<file path="config.mk">
export PLATFORM = sky130hd
export DESIGN_NAME = gpio_in_conditioner
export DESIGN_NICKNAME = d
export VERILOG_FILES = /design/src/rtl/gpio_in_conditioner.sv
export SDC_FILE = /design/constraint.sdc
export NUM_CORES = 1
export LEC_CHECK = 0
export ABC_AREA = 1
export CAP_MARGIN = 40
export CORE_MARGIN = 1
export CORE_UTILIZATION = 27
export DETAILED_ROUTE_END_ITERATION = 10
export GPL_ROUTABILITY_DRIVEN = 0
export MAX_ROUTING_LAYER = met4
export SYNTH_ARGS = -nofsm -noshare
export SYNTH_HDL_FRONTEND = slang
export SYNTH_SLANG_ARGS = --single-unit
</file>
<file path="constraint.sdc">
create_clock -name clk_i -period 2.1 [get_ports clk_i]
set_clock_uncertainty 0.05 [all_clocks]
set_input_delay 0.315 -clock clk_i [delete_from_list [all_inputs] [get_ports clk_i]]
set_output_delay 0.315 -clock clk_i [all_outputs]
set_load 0.03 [all_outputs]
</file>
<file path="src/rtl/gpio_in_conditioner.sv">
// Purpose: synchronise, debounce and edge-detect raw board switch/button inputs for the SoC GPIO input bus.
// Latency: a new raw level held steady reaches stable_o DEBOUNCE_CYCLES+1 edges after it is first sampled.
// Backpressure: none; every input bit is conditioned independently each cycle and outputs are always valid.
module gpio_in_conditioner #(
    parameter int WIDTH           = 12,
    parameter int DEBOUNCE_CYCLES = 250000
) (
    input  logic             clk_i,
    input  logic             srst_n_i,
    input  logic [WIDTH-1:0] raw_i,
    input  logic [WIDTH-1:0] clr_i,
    output logic [WIDTH-1:0] stable_o,
    output logic [WIDTH-1:0] rise_o,
    output logic [WIDTH-1:0] fall_o,
    output logic [WIDTH-1:0] event_o
);

    localparam int              CNT_W   = $clog2(DEBOUNCE_CYCLES + 1);
    localparam logic [CNT_W-1:0] CNT_MAX = CNT_W'(DEBOUNCE_CYCLES - 1);
    localparam logic [CNT_W-1:0] CNT_ONE = CNT_W'(1);

    // s1 is the metastability-settling stage; only s2 is trusted downstream.
    logic [WIDTH-1:0] s1_q, s1_d;
    logic [WIDTH-1:0] s2_q, s2_d;
    logic [WIDTH-1:0] stable_q, stable_d;
    logic [WIDTH-1:0] rise_q, rise_d;
    logic [WIDTH-1:0] fall_q, fall_d;
    logic [WIDTH-1:0] event_q, event_d;
    logic [CNT_W-1:0] cnt_q [WIDTH];
    logic [CNT_W-1:0] cnt_d [WIDTH];

    // Next-state: sync chain shift, per-bit debounce counters, edge pulses and sticky events.
    always_comb begin
        s1_d     = raw_i;
        s2_d     = s1_q;
        stable_d = stable_q;
        rise_d   = '0;
        fall_d   = '0;
        for (int i = 0; i < WIDTH; i++) begin
            cnt_d[i] = '0;
            if (s2_q[i] == stable_q[i]) begin
                // Matching the accepted level (or a glitch returning) restarts the count.
                cnt_d[i] = '0;
            end else if (cnt_q[i] == CNT_MAX) begin
                // Level persisted long enough: accept it and pulse the matching edge.
                stable_d[i] = s2_q[i];
                rise_d[i]   = s2_q[i];
                fall_d[i]   = ~s2_q[i];
                cnt_d[i]    = '0;
            end else begin
                cnt_d[i] = cnt_q[i] + CNT_ONE;
            end
        end
        // A rise on this edge wins over a simultaneous software clear.
        event_d = (event_q & ~clr_i) | rise_d;
    end

    // State registers; synchronous reset discards any partial debounce count.
    always_ff @(posedge clk_i) begin
        if (!srst_n_i) begin
            s1_q     <= '0;
            s2_q     <= '0;
            stable_q <= '0;
            rise_q   <= '0;
            fall_q   <= '0;
            event_q  <= '0;
            for (int i = 0; i < WIDTH; i++) begin
                cnt_q[i] <= '0;
            end
        end else begin
            s1_q     <= s1_d;
            s2_q     <= s2_d;
            stable_q <= stable_d;
            rise_q   <= rise_d;
            fall_q   <= fall_d;
            event_q  <= event_d;
            for (int i = 0; i < WIDTH; i++) begin
                cnt_q[i] <= cnt_d[i];
            end
        end
    end

    assign stable_o = stable_q;
    assign rise_o   = rise_q;
    assign fall_o   = fall_q;
    assign event_o  = event_q;

endmodule
</file>
### After elaboration in Yosys (flattened, before gate mapping)

Memories as Yosys holds them, arrays and structs flattened.
Index checks and enable logic that the tools add are counted.

* flip-flop bits (word level): 72
* memories: 1
* input port bits: 26
* logic and storage cells: 203
* output and inout bits: 48
* memory bits (writable): 216

* reductions and logical operators: 24
* muxes and demuxes: 62
* add/sub/neg operators: 12
* bitwise logic cells: 52
* equality and inequality tests: 24

Memory list
* cnt_q: depth 12, bits a word 18, rd ports 12, clocked after Yosys merged registers in 0, wr ports 12, line 29 `logic [CNT_W-1:0] cnt_q [WIDTH];`

Operator list (number)
* two-way mux 18 bit: 36
* adder 18 x 1 -> 18 bit (second input constant): 12
* equality test 18 bit (second input constant): 12
* NOT 1 bit: 37
* OR reduction 3 bit: 12
* two-way mux 1 bit: 26
* AND reduction 2 bit: 12
* bitwise AND 12 bit: 1
* equality test 1 bit: 12
* NOT 12 bit: 1
* bitwise OR 1 bit: 12
* bitwise OR 12 bit: 1

### Logic depth before layout (Yosys ltp)

Gate-level depths: netlist of the first run.

* word-level depth: 4
* gate-level depth with buffers: 10
* gate-level depth less buffers: 10

### Worst setup path before layout of the first run

OpenSTA, ideal clock, no wires.

* path kind: reg2reg
* start point: memory cnt_q[2][54] in the netlist's numbering
* end point: memory cnt_q[2][67] in the netlist's numbering
* setup slack: 0.639 ns
* setup time: 0.115 ns
* stages on the path, launching flop included: 10
* clock period less this slack: 1.461 ns
* path buffers: 1
* arrival: 1.296 ns
* required time: 1.935 ns
* cell sequence: dfxtp_1 ha_1 nand2_2 nor2_4 inv_2 nor2_4 nand2_2 nand2_4 buf_8 nor2_2

RTL lines (line)
* from (decl): 29

### Worst setup path after layout of the first run

* start point: register stable_q[5], in the netlist stable_o[5]
* end point: output port stable_o[5]

RTL lines
* from (decl): line 25 `logic [WIDTH-1:0] stable_q, stable_d;`
* from (signal assigned): line 73 `stable_q <= stable_d;`
* to (decl): line 12 `output logic [WIDTH-1:0] stable_o,`

No word-level cell between the ends.

==> results.txt, run 1 <==
Maximum fanout along the worst path: 3. The slew at the pin closest to its max-slew limit was 0.561 ns; the aggregate routed wire length was 28800 um. The number of nets in the synthesized netlist is 2017. Synthesis handed over a netlist of 1979 instances. Data arrives at the worst endpoint at 1.65 ns. Yosys instantiated no cell more often than sky130_fd_sc_hd__nand2_1. For the count of TritonRoute iterations in the first routing pass, the log shows 5. The worst hold-check path type is input port to flip-flop. The tools report the critical path startpoint category as a flip-flop. Slack of the worst reg-to-reg path: 0.36 ns. In the final routing, the length of wire on met1 measures 14000 um. The total buffers and inverters traversed by the critical path was 1. The final critical path takes up 95.9% of the cycle.

The total number of vias was 11700; the worst slack at placement was 0.363 ns. The first global-routing pass estimated 50100 um of wire. The tools report the required time at the worst-slack endpoint as 1.74 ns. The tools report the start point of the worst min-delay path as srst_n_i.

The tools report the setup TNS as 0 ns. TritonCTS built the clock tree. Clock-pin slew was measured on the worst setup and hold paths at 0.06 ns. The die area was 0.0511 sq mm; the synthesized-area fraction occupied by adder cells was 1.11%. The run gives 45 as the pin count of the biggest net entering global routing. The logs give 497 MHz for the timing-limited maximum frequency and 0.000400 V for the maximum vdd drop. Clock tree synthesis inserted a total of 36 buffers.

The worst register-to-register path begins at cnt_q[1][18]. Yosys attributes the largest share of cell area to sky130_fd_sc_hd__dfxtp_1 43%, sky130_fd_sc_hd__nand2_1 15%, sky130_fd_sc_hd__nor2_1 11%, sky130_fd_sc_hd__inv_1 7.1%, sky130_fd_sc_hd__xor2_1 4.1%. The net count of the finished layout is 2116. For the max-slew violation total from the final report, the log shows 0. Summed over all cells, the static leakage comes to 5.66 nW.

The critical path depth works out to 1. The tools report the footprint of the flip-flops and latches as 0.00577 sq mm. The run finished with clean final reports. The clock network burns 51.4% of the power. The clock passes through at most 3 buffers. Capturing point of the worst reg2reg path: cnt_q[1][20]. Placeable core region: 0.0493 sq mm. The critical path in this run is classified as flip-flop to output port. The boundary pin count is 74, and the async set or reset register ratio after synthesis is 0%. Summed over all nets, the switching power comes to 2.50 mW. By area, the combinational part of the netlist is dominated by simple AND/OR/NAND/NOR gates.

Setup violations remaining at the end of the flow were counted as 0. Summed over its instances, the top area cell type makes up 42.5% of the synthesized netlist area. The count of inserted antenna diode cells was 0; the fraction of power spent switching nets was 21.3%.

The run gives 0 as the final hold violation count. Clock latency on the worst-skew pair, taken at its later pin, is 0.54 ns. After detailed routing, no signal wire sits above met4.

Of all cell types, the one taking the most synthesized area is sky130_fd_sc_hd__dfxtp_1. The nature of the critical path endpoint was an output port. In this run, the combinational gates consume 1.6% of the power.

Counting cells, the worst reg-to-reg path comes to 7. The run gives 0.0136 sq mm as the cell area after technology mapping. In the synthesized netlist the dominant register cell turns out to be sky130_fd_sc_hd__dfxtp_1.

The number of nets with antenna violations after routing was 0. The path with the worst hold slack has its endpoint at stable_o[10]. By count the netlist is led by 531 x sky130_fd_sc_hd__nand2_1, 387 x sky130_fd_sc_hd__nor2_1, 288 x sky130_fd_sc_hd__dfxtp_1. The number of rows created at floorplan is 81. The number of enable-type register cells in the synthesized netlist was 0; the delay contributed by the slowest stage of the critical path was 0.70 ns.

The number of max-capacitance violations reported is 0. Setup repair after global routing left no endpoint under its margin. Once routing completed, OpenROAD measured the worst setup slack at 0.0863 ns. The worst slew slack as a fraction of its limit came out at 62.5%. For the initial antenna violation count, the log shows 0. The cell depth of the worst hold path is 4. The relative area change from synthesis to final layout came out at 19.2%. The xor and xnor fraction of the mapped netlist area is 5.30%, and the share of total power in sequential cells is 47.0%. After synthesis, flip-flops and latches occupy 42.5% of the total area.

The tools report the count of routing violations after the opening detailed-route iteration as 547. Broken down by cell family, the worst path's largest delay share belongs to buffers and inverters. In the final layout, the multi-input gates occupy 0.00664 sq mm. The distinct cell type count of the synthesized netlist was 37; the sum of met3 wire segment lengths after detailed routing was 1220 um.

Buffer type at the clock tree root: sky130_fd_sc_hd__clkbuf_16. The standard cell with the maximum stage delay on the critical path was sky130_fd_sc_hd__clkdlybuf4s50_1. Multiplexer share of the synthesized area: 0%.

The final critical delay including setup and external delays was 2.01 ns. In the detailed route, the total length drawn on met2 is 12900 um. Count of buffers from port buffering: 73.

The power per cell area is 727 mW/mm^2. The total overflow reported by the global router was 0; the simple-gate share of the synthesized area was 37.1%. The H-tree level count came out at 2.

In the final layout, the share of cells above drive strength 1 is 7.47%. The via count of the first global-routing pass was 11100; the number of remaining DRC errors was 0. The critical path goes through clkdlybuf4s50_1. In this run the vertical extent of the chip is 226 um. The die is 226 um wide. The filler cells instantiated in the layout total 5280.

Dividing the detail-routed wire length by the instance count gives 10.4 um. The post-detailed-route via-to-cell ratio was 4.24; the HPWL reported at the end of detailed placement was 20900 um. The TritonCTS sink count was 288.

Global routing used 12.1% of the available tracks across all layers. The initial core utilization came out at 27.5%. The per-instance average area after synthesis is 6.85 sq um. In this run, synthesis produced a sequential element count of 288. The synthesized netlist devotes 5.52% of its cell area to compound gates. Internal power comes to 9.24 mW. The Yosys step of the flow raised 0 warnings. The hold buffer count at CTS is 0.
==> cell families (layout without fill, tap and decap cells) <==
kind of cell | Yosys count | count (layout)
XOR/XNOR | 82 | 82
flip-flops | 288 | 288
adder cells (fa/ha/maj) | 12 | 12
AO/OA/AOI/OAI | 146 | 146
AND/OR/NAND/NOR | 1173 | 1173
buffers and inverters | 278 | 402
==> through the flow <==
step	std cells	utilization [%]	area [sq um]	power (mW)	hold slack, ns
global route	2767	32.8	16200	12.2	0.219
global placement	2704	30.4	15000	5.82	0.347
CTS	2767	32.8	16200	12.0	0.189
floorplan	1979	-	13600	5.74	0.340
detailed placement	2704	30.4	15000	5.82	0.350
finish	2767	32.8	16200	11.7	0.222
==> final cells by class <==
class | instances | share of cell area, %
inverters | 260 | 6.04
well taps | 664 | 5.14
repair buffers | 79 | 4.85
flip-flops and latches | 288 | 35.7
multi-input cells | 1413 | 41.1
clock buffers | 53 | 6.66
clock inverters | 10 | 0.542
==> registers in the layout, summed over array words and instances (netlist names) <==
signal	cells
cnt_q	216
event_o	12
fall_o	12
rise_o	12
s1_q	12
stable_o	12
s2_q	12
==> layer usage <==
layer	GRT usage [%]	vias to the layer above
met3	2.45	55
met4	4.86	0
met5	-	-
met2	19.4	152
met1	14.7	5215
li1	-	6300
==> cell usage in the layout, fill, tap and decap left out, types with 2 or more instances in the layout <==
master / Yosys / layout
sky130_fd_sc_hd__nor2_2: 33 / 33
sky130_fd_sc_hd__nand3b_1: 15 / 15
sky130_fd_sc_hd__clkbuf_16: 0 / 37
sky130_fd_sc_hd__xor2_1: 64 / 64
sky130_fd_sc_hd__nand3_2: 12 / 12
sky130_fd_sc_hd__clkdlybuf4s50_1: 0 / 70
sky130_fd_sc_hd__dfxtp_1: 288 / 288
sky130_fd_sc_hd__or2_0: 12 / 12
sky130_fd_sc_hd__a21oi_1: 93 / 93
sky130_fd_sc_hd__nand4_1: 19 / 19
sky130_fd_sc_hd__nand3_1: 100 / 100
sky130_fd_sc_hd__o21ai_1: 3 / 3
sky130_fd_sc_hd__clkinvlp_4: 0 / 2
sky130_fd_sc_hd__clkinv_2: 0 / 5
sky130_fd_sc_hd__inv_6: 0 / 2
sky130_fd_sc_hd__xnor2_1: 18 / 18
sky130_fd_sc_hd__nor2_1: 387 / 387
sky130_fd_sc_hd__nand2_1: 531 / 531
sky130_fd_sc_hd__nand2_2: 11 / 11
sky130_fd_sc_hd__clkbuf_1: 2 / 7
sky130_fd_sc_hd__buf_4: 2 / 5
sky130_fd_sc_hd__nand2_4: 5 / 5
sky130_fd_sc_hd__inv_2: 5 / 5
sky130_fd_sc_hd__or2_2: 17 / 17
sky130_fd_sc_hd__nor2_4: 6 / 6
sky130_fd_sc_hd__o21ai_0: 47 / 47
sky130_fd_sc_hd__ha_1: 12 / 12
sky130_fd_sc_hd__clkbuf_8: 0 / 9
sky130_fd_sc_hd__inv_1: 255 / 255
sky130_fd_sc_hd__nor3_1: 20 / 20
==> power by group through the flow <==
stage                     registers, mW  clock network, mW  logic [mW]
after floorplan                    5.63                  0       0.109
after global placement             5.63                  0       0.188
after detailed placement           5.63                  0       0.190
after CTS                          5.51               6.30       0.191
after global routing               5.52               6.52       0.208
final                              5.52               6.04       0.184
==> what timing repair did <==
| action | in CTS | in global routing |
|---|---|---|
| buffers inserted | 0 | 0 |
| resized for setup | 1 | 1 |
| setup endpoints to repair | 1 | 1 |
==> worst max-delay path by stage <==
stage	start	slack [ns]	end
after floorplan	cnt_q[2][54]	0.64	cnt_q[2][67]
after global placement	srst_n_i	0.37	cnt_q[1][18]
after detailed placement	srst_n_i	0.36	cnt_q[1][20]
after CTS	stable_o[4]	0.03	stable_o[4]
after global routing	stable_o[5]	0.02	stable_o[5]
final	stable_o[5]	0.09	stable_o[5]
Note: power is estimated with default switching activity, not from simulation.
==> run 2, diff against run 1 <==
Settings changed: CORE_UTILIZATION 27 to 48, GPL_TIMING_DRIVEN set to 0, PLACE_DENSITY set to 0.66.
==> results.txt, run 2 (same netlist as run 1, synthesis figures left out) <==
The initial antenna violation count is 0. Walking the worst path, the cells encountered are clkdlybuf4s50_1. After floorplanning, the core was sized to cover 0.0278 sq mm. Number of max-capacitance violations reported: 0. The run gives 20.8% as the overall routing resource usage. Delay contributed by the slowest stage of the critical path: 0.74 ns. The flow ran to the end, and the final reports show no timing, DRC or antenna violations. The total buffers and inverters traversed by the critical path is 1, and the die extent in y is 170 um. The worst path in the final design needs a cycle of 1.98 ns, including I/O delays and setup. Number of cell instances on the worst register-to-register path: 7. The clock transition time at the flip-flop clock pins of the worst setup and hold paths came out at 0.06 ns.

The via count of the first global-routing pass is 10900. The number of setup buffers added after CTS is 0. The worst path uses 94.2% of the clock period.

The number of buffers created by CTS is 34. The critical path depth came out at 1. The tools report the leakage power figure as 5.71 nW. The worst setup path is captured at an output port. The tools report the source-to-sink clock delay at the later pin of the worst-skew pair as 0.50 ns. After global routing the overflow that remains totals 0. The tools report the placed instance count as 2431. Buffer type at the clock tree root: sky130_fd_sc_hd__clkbuf_16. For this design, the CTS-stage hold fixing added 0 buffers. The layer flagged by global routing as most heavily used is met2. The slack of the worst reg-to-reg path was 0.40 ns; the horizontal extent of the die was 170 um. Setup repair after global routing left no endpoint under its margin. After detailed routing, the average wire length per cell comes to 11.3 um. For the final count of negative-setup-slack endpoints, the log shows 0. Non-filler instance count after layout: 2490. The worst setup path is launched from a flip-flop. Top cell family by delay on the critical path: buffers and inverters.

The total of fill cells in the finished design was 2676; the power per cell area was 746 mW/mm^2. Max-slew violation total from the final report: 0. The maximum count of clock buffers along a single path is 3, and the met3 usage is 3.60%. In the layout the commonest cells are 531 x sky130_fd_sc_hd__nand2_1, 387 x sky130_fd_sc_hd__nor2_1, 288 x sky130_fd_sc_hd__dfxtp_1. The first global-routing pass estimated 49000 um of wire. After the first detailed-routing iteration, the DRC count stood at 593. The run gives 11700 as the total number of vias. The worst setup path is of the flip-flop to output port kind. The count of inserted antenna diode cells is 0. The final hold violation count is 0.

The flip-flop count of the largest register after layout is 216, and the aggregate routed wire length is 28100 um. For the number of instances resized during post-cts repair, the log shows 0. The finished layout cell area was 0.0160 sq mm. After routing, the total negative slack on setup checks comes to 0 ns. The relative area change from synthesis to final layout was 17.7%. For this configuration, the core starts out at a cell density of 48.8%. The cell depth of the worst hold path was 3. The standard cell with the maximum stage delay on the critical path is sky130_fd_sc_hd__clkdlybuf4s50_1. The floorplan step defined a die boundary enclosing 0.0289 sq mm. The count of nets left with antenna violations once routing finished came out at 0. Maximum fanout along the worst path: 4.

The number of rows created at floorplan came out at 61. H-tree level count: 2. The run gives 26.4% as the met1 demand-to-capacity share in global routing.

The global-route track usage on met2 was 33.7%; the slew at the pin closest to its max-slew limit was 0.678 ns. The tree built by TritonCTS fans out to 288 sinks. After layout, the design draws a total of 11.9 mW.

The tools report the timing-limited maximum frequency as 506 MHz. The run gives 20700 um as the HPWL reported at the end of detailed placement. At the placement stage, the worst setup path has a slack of -0.324 ns.

At the end of the flow, the number of nets in the layout was 2127. After detailed routing, the number of remaining DRC violations is 0. cnt_q holds more flip-flops than any other register. The count of buffers added on input and output ports is 73. Entering global routing, the biggest net connects 14 pins. The post-detailed-route via-to-cell ratio is 4.71, and the maximum vdd drop is 0.000652 V. The path class of the tightest hold or removal check is input port to flip-flop. The post-route netlist has 7.77% of its cells at a drive strength greater than 1.

Leaving out fill and tap cells, the most frequent cell in the layout is sky130_fd_sc_hd__nand2_1. Setup slack closes at 0.123 ns. The required time at the worst-slack endpoint is 1.74 ns. TritonCTS built the clock tree.

The first detailed-routing pass took 7 iterations. Data on the critical path arrives at its endpoint at 1.61 ns. For the instance area at placement, the log shows 0.0148 sq mm.

Measured against its own limit, the worst slew margin works out to 54.8%. The run gives 74 as the boundary pin count.
[run 2: changes by cell type in the layout (fill, tap and decap cells not counted), sizes merged]
cell           previous run  this run
bufinv                    1         5
clkdlybuf4s50            70        73
clkbuf                   53        49
dlymetal6s2s              1         0
clkinv                    5         4
dlygate4sd2               1         0
inv                     262       261
buf                       7        17
[run 2: routing by layer]
| metal | routed length (um) | share of wire [%] |
|---|---|---|
| met1 | 13800 | 49 |
| met2 | 12500 | 44 |
| met3 | 1190 | 4.2 |
| met4 | 702 | 2.5 |
| met5 | 0 | 0 |
[run 2: final cells by class]
class | count | area [sq um] | area share, %
Clock inverter | 12 | 194 | 1.22
Clock buffer | 47 | 991 | 6.21
Buffer | 18 | 173 | 1.08
Inverter | 260 | 976 | 6.12
Timing Repair Buffer | 74 | 746 | 4.67
Sequential cell | 288 | 5770 | 36.1
Tap cell | 378 | 473 | 2.96
Multi-Input combinational cell | 1413 | 6640 | 41.6
[run 2: metrics by stage]
stage | utilization (%) | hold slack [ns]
floorplan | - | 0.340
global placement | 53.1 | 0.345
detailed placement | 53.2 | 0.348
CTS | 57.4 | 0.268
global route | 57.4 | 0.291
finish | 57.4 | 0.285
[run 2: power by group]
group,internal [mW],total (mW),switching [mW]
combinational,0.0887,0.210,0.121
clock,3.91,6.18,2.27
sequential,5.49,5.51,0.0218
total,9.49,11.9,2.41
[run 2: final timing paths]
kind | startpoint | to
setup / recovery | stable_o[2] | stable_o[2]
hold reg to reg | s1_q[0] | s2_q[0]
hold / removal | raw_i[8] | s1_q[8]
setup reg to reg | cnt_q[0][36] | cnt_q[0][52]
